## config.mk

```make
export PLATFORM = sky130hd
export DESIGN_NAME = tdm_demux4
export DESIGN_NICKNAME = d
export VERILOG_FILES = /design/src/rtl/tdm_pkg.sv /design/src/rtl/tdm_slot_shifter.sv /design/src/rtl/tdm_demux4.sv
export SDC_FILE = /design/constraint.sdc
export NUM_CORES = 1
export LEC_CHECK = 0
export ABC_AREA = 1
export CAP_MARGIN = 20
export CORE_MARGIN = 1
export CORE_UTILIZATION = 25
export CTS_BUF_LIST = sky130_fd_sc_hd__clkbuf_8
export CTS_CLUSTER_DIAMETER = 80
export DETAILED_ROUTE_END_ITERATION = 8
export SLEW_MARGIN = 25
export SYNTH_ARGS = -nofsm -noshare
export SYNTH_HDL_FRONTEND = slang
export SYNTH_SLANG_ARGS = --single-unit
```

## constraint.sdc

```tcl
create_clock -name clk -period 4.9 [get_ports clk]
set_input_delay 0.98 -clock clk [delete_from_list [all_inputs] [get_ports clk]]
set_output_delay 0.98 -clock clk [all_outputs]
set_load 0.1 [all_outputs]
```

## src/rtl/tdm_pkg.sv

```systemverilog
// Shared types for the four-slot TDM receive path.
package tdm_pkg;

  localparam int unsigned NUM_SLOTS = 4;

  typedef enum logic {
    HUNT = 1'b0,
    RUN  = 1'b1
  } state_e;

  typedef logic [1:0] slot_idx_t;

endpackage

```

## src/rtl/tdm_slot_shifter.sv

```systemverilog
// MSB-first slot shift register; word_o presents the assembled word including the live bit.
module tdm_slot_shifter #(
  parameter int unsigned W = 8
) (
  input  logic         clk,
  input  logic         rst_n,
  input  logic         en_i,
  input  logic         restart_i,
  input  logic         last_i,
  input  logic         bit_i,
  output logic [W-1:0] word_o,
  output logic         done_o
);

  // Only W-1 bits are stored: the final bit of a slot is taken straight from bit_i.
  logic [W-2:0] sh_q, sh_d;

  always_comb begin
    sh_d = sh_q;
    if (en_i) begin
      if (restart_i) begin
        sh_d    = '0;
        sh_d[0] = bit_i;
      end else if (last_i) begin
        sh_d = '0;
      end else begin
        sh_d = (W-1)'({sh_q, bit_i});
      end
    end
  end

  always_ff @(posedge clk or negedge rst_n) begin
    if (!rst_n) begin
      sh_q <= '0;
    end else begin
      sh_q <= sh_d;
    end
  end

  assign word_o = {sh_q, bit_i};
  assign done_o = en_i & last_i & ~restart_i;

endmodule

```

## src/rtl/tdm_demux4.sv

```systemverilog
// Framed serial-to-parallel demultiplexer: four W-bit lanes with per-lane strobes and sync tracking.
module tdm_demux4
  import tdm_pkg::*;
#(
  parameter int unsigned W = 8
) (
  input  logic             clk,
  input  logic             rst_n,
  input  logic             din,
  input  logic             din_vld,
  input  logic             fsync,
  output logic [4*W-1:0]   dout,
  output logic [3:0]       dout_vld,
  output logic             frame_done,
  output logic             frame_err,
  output logic             locked
);

  localparam int unsigned    BW        = $clog2(W);
  localparam logic [BW-1:0]  LAST_BIT  = BW'(W-1);
  localparam logic [BW-1:0]  ONE       = BW'(1);
  localparam slot_idx_t      LAST_SLOT = slot_idx_t'(NUM_SLOTS-1);

  state_e          state_q, state_d;
  logic [BW-1:0]   bit_cnt_q, bit_cnt_d;
  slot_idx_t       slot_cnt_q, slot_cnt_d;
  logic [W-1:0]    lane_q [NUM_SLOTS];
  logic [3:0]      vld_q, vld_d;
  logic            done_q, done_d;
  logic            err_q, err_d;

  logic            sh_en, sh_restart, sh_last, sh_done;
  logic [W-1:0]    word;
  logic            at_boundary;

  assign sh_last     = (bit_cnt_q == LAST_BIT);
  assign at_boundary = (bit_cnt_q == '0) && (slot_cnt_q == '0);

  tdm_slot_shifter #(.W(W)) u_shifter (
    .clk       (clk),
    .rst_n     (rst_n),
    .en_i      (sh_en),
    .restart_i (sh_restart),
    .last_i    (sh_last),
    .bit_i     (din),
    .word_o    (word),
    .done_o    (sh_done)
  );

  always_ff @(posedge clk or negedge rst_n) begin
    if (!rst_n) begin
      state_q <= HUNT;
    end else begin
      state_q <= state_d;
    end
  end

  // An fsync at the expected boundary and a mid-frame resync share one path;
  // they differ only in whether frame_err is raised.
  always_comb begin
    state_d    = state_q;
    bit_cnt_d  = bit_cnt_q;
    slot_cnt_d = slot_cnt_q;
    sh_en      = 1'b0;
    sh_restart = 1'b0;
    vld_d      = '0;
    done_d     = 1'b0;
    err_d      = 1'b0;
    if (din_vld) begin
      unique case (state_q)
        HUNT: begin
          if (fsync) begin
            state_d    = RUN;
            sh_en      = 1'b1;
            sh_restart = 1'b1;
            bit_cnt_d  = ONE;
            slot_cnt_d = '0;
          end
        end
        RUN: begin
          if (at_boundary && !fsync) begin
            err_d   = 1'b1;
            state_d = HUNT;
          end else if (fsync) begin
            err_d      = ~at_boundary;
            sh_en      = 1'b1;
            sh_restart = 1'b1;
            bit_cnt_d  = ONE;
            slot_cnt_d = '0;
          end else begin
            sh_en = 1'b1;
            if (sh_last) begin
              bit_cnt_d         = '0;
              slot_cnt_d        = slot_cnt_q + 2'd1;
              vld_d[slot_cnt_q] = 1'b1;
              done_d            = (slot_cnt_q == LAST_SLOT);
            end else begin
              bit_cnt_d = bit_cnt_q + ONE;
            end
          end
        end
        default: state_d = HUNT;
      endcase
    end
  end

  always_ff @(posedge clk or negedge rst_n) begin
    if (!rst_n) begin
      bit_cnt_q  <= '0;
      slot_cnt_q <= '0;
      vld_q      <= '0;
      done_q     <= 1'b0;
      err_q      <= 1'b0;
      for (int unsigned k = 0; k < NUM_SLOTS; k++) begin
        lane_q[k] <= '0;
      end
    end else begin
      bit_cnt_q  <= bit_cnt_d;
      slot_cnt_q <= slot_cnt_d;
      vld_q      <= vld_d;
      done_q     <= done_d;
      err_q      <= err_d;
      if (sh_done) begin
        lane_q[slot_cnt_q] <= word;
      end
    end
  end

  always_comb begin
    dout = '0;
    for (int unsigned k = 0; k < NUM_SLOTS; k++) begin
      dout[k*W +: W] = lane_q[k];
    end
  end

  assign dout_vld   = vld_q;
  assign frame_done = done_q;
  assign frame_err  = err_q;
  assign locked     = (state_q == RUN);

endmodule
```

==> summary.md <==
| Metric | Value |
|---|---|
| R2r startpoint | `slot_cnt_q[0]$_DFFE_PN0P_` |
| CP Data Arrival Time | `1.89 ns` |
| Io pins | `44` |
| Max Root-Sink Buffers | `2` |
| Most frequent cells in the layout | `118 x nand2_1, 50 x dfrtp_1, 42 x clkdlybuf4s50_1, 22 x nand3_1, 11 x inv_1` |
| Setup skew after layout | `0.00542 ns` |
| Drc violations | `0` |
| Reg2Reg Depth | `11` |
| Post-Syn Instances | `242` |
| CP Class | `flop to output pin` |
| Netlist Area Pre-Place | `2150 um2` |
| H-tree depth | `2` |
| Min cycle time layout | `about 2.9 ns` |
| Vias in the first global route | `1691` |
| Total of max-cap violations | `0` |
| Type of the most critical hold path | `flop to flop` |
| FF-to-FF setup slack | `2.73 ns` |
| Crit. End Element | `output pin` |
| FF-to-FF End | `slot_cnt_q[0]$_DFFE_PN0P_` |
| Vias | `approximately 1700` |
| WHS Endpoint | `dout[21]$_DFFE_PN0P_` |
| Largest net degree at the start of global routing | `51` |
| Drt pass-1 iters | `4` |
| Area growth from synthesis to layout | `29.0%` |
| Final Cycle Share | `0.586` |
| Critical Path Start Type | `flop` |
| Worst path required time | `between 3 and 4 ns` |
| Critical-path top delay cell | `clkdlybuf4s50_1` |
| Post-DRT Antenna Nets | `0` |
| Hold Fails Final Rpt | `0` |
| Worst-path clk slew | `~0.09 ns` |
| Dpl hpwl | `~3400 um` |
| Register area share after synthesis | `0.582` |
| Final WS setup | `2.03 ns` |
| Core Rows | `33` |
| Total gr overflow | `0` |
| Via density | `roughly 4.2` |
| Final Instance Area | `2770 um2` |
| # port buffers | `43` |
| Outcome | `finished clean` |
| Post-synthesis simple-gate area fraction | `0.323` |
| RSZ-0062 raised after global routing | `no` |
| Buf/Inv on CP | `1` |
| Largest family of logic cells by synthesized area | `simple AND/OR/NAND/NOR gates` |
| Place WS | `~2 ns` |
| Post-Synth XOR/XNOR Area | `0` |
| Max-Slew Margin vs Limit | `0.348` |
| Worst hold path stage count | `2` |
| #FFs+latches synth | `50` |
| Clk sinks | `50` |
| Most common cell after layout, fill and taps aside | `nand2_1` |
| Lkg Pwr | `1.40 nW` |
| Die area | `8970 um2` |
| Fin Setup TNS | `0 ns` |
| Post-CTS Setup Bufs | `0` |
| Syn_nets | `255` |
| Multi-input gate area | `~800 um2` |
| Post-synthesis average cell area | `8.88 um2` |
| Final Wtd Congestion | `0.840` |
| CTS tree | `built` |
| Initial antenna violation count | `0` |
| Hold Buf Count CTS | `0` |
| Worst-path fanout max | `5` |
| Final Power | `1.04 mW` |
| Dpl cell area | `2690 um2` |
| Power Dens Cells | `374 nW/um2` |
| Mux contribution to synthesized area | `0` |
| Cell Chain, Critical Path | `clkdlybuf4s50_1` |
| Tightest Pin Transition | `0.975 ns` |
| Core Region | `8260 um2` |
| Fillers | `865` |
| Synth Area in Adders | `0.0466` |
| # diodes | `0` |
| # nets final | `302` |
| Initial DRC count | `100` |
| Crit-path leading delay family | `buffers and inverters` |
| Layout cells sized above 1 | `0.0830` |
| Max Freq | `between 300 and 400 MHz` |
| Slowest cell delay on critical path | `1.16 ns` |
| First-pass GRT wire length | `between 8000 and 9000 um` |
| HP Start | `dout[21]$_DFFE_PN0P_` |
| Final setup fails | `0` |
| GRT Total Usage | `0.121` |
| Worst-Skew Late Latency | `0.30 ns` |
| Distinct cells, synth | `19` |
| VDD IR-drop max | `0.138 mV` |
| Initial core utilization | `0.260` |
| Compound-Gate Fraction of Synth Area | `0.0128` |
| Root Driver | `clkbuf_8` |
| DIE WIDTH | `roughly 95 um` |
| Warnings, synthesis | `0` |
| DRT Wirelength | `4850 um` |
| Register Area | `1250 um2` |
| Die Y-Extent | `94.7 um` |
| Wire length per cell | `between 10 and 15 um` |
| CTS resizes | `0` |
| Final Slew Violations | `0` |
| Num CTS Buffers | `5` |
-- how the worst max path moves through the flow --
stage	startpoint	end	cells past startpoint
after floorplan	frame_done$_DFF_PN0_	dout_vld[3]	1
after global placement	fsync	slot_cnt_q[0]$_DFFE_PN0P_	9
after detailed placement	fsync	slot_cnt_q[0]$_DFFE_PN0P_	9
after CTS	locked$_DFFE_PN0P_	locked	1
after global routing	locked$_DFFE_PN0P_	locked	1
final	locked$_DFFE_PN0P_	locked	1
-- logic make-up (layout without fill, tap and decap cells) --
group | count (synthesis) | after routing
buffers and inverters | 18 | 65
AND/OR/NAND/NOR | 161 | 161
AO/OA/AOI/OAI | 5 | 5
flip-flops | 50 | 50
adder cells (fa/ha/maj) | 8 | 8
-- synthesized netlist by cell type, drive strengths merged --
library cell / n / area, um2
inv: 14 / 52.6
nand3: 23 / 128
or2: 1 / 6.26
o21ai: 3 / 15.0
nor3: 1 / 5.00
dfrtp: 50 / 1250
clkbuf: 1 / 3.75
nor2: 13 / 81.3
o211ai: 1 / 7.51
nand2: 123 / 474
ha: 8 / 100
a21oi: 1 / 5.00
buf: 3 / 20.0
-- metal layers --
layer	wire, um	track usage	vias to the layer above
met5	0	0	-
met3	226	0.0314	7
li1	-	-	842
met4	54	0.0303	0
met1	2350	0.159	770
met2	2220	0.198	37
-- metrics by stage --
stage          cells  hold slack, ns  utilization
4_1_cts          394           0.490        0.336
3_3_place_gp     387           0.464        0.326
2_1_floorplan    242           0.490            -
5_1_grt          394           0.506        0.336
3_5_place_dp     387           0.465        0.326
6_report         394           0.484        0.336
-- report_power, final --
part	internal, mW	total (mW)	switching [mW]	leakage [nW]
logic	0.0779	0.264	0.186	0.678
registers	0.460	0.537	0.0771	0.688
clock network	0.0977	0.235	0.137	0.0362
total	0.636	1.04	0.400	1.40
-- sequential cells by signal, summed over array words and instances (netlist names) --
register and flops:
frame_done 1, frame_err 1, dout 32, bit_cnt_q 3, u_shifter.sh_q 7, locked 1
slot_cnt_q 2, dout_vld 3
-- layout make-up --
cell class              count  area share
clock buffers               5      0.0248
clock inverters             2     0.00541
inverters                  14      0.0189
multi-input cells         174       0.296
flip-flops and latches     50       0.451
well taps                 105      0.0474
repair buffers             44       0.156
Note: power is estimated with default switching activity, not from simulation.
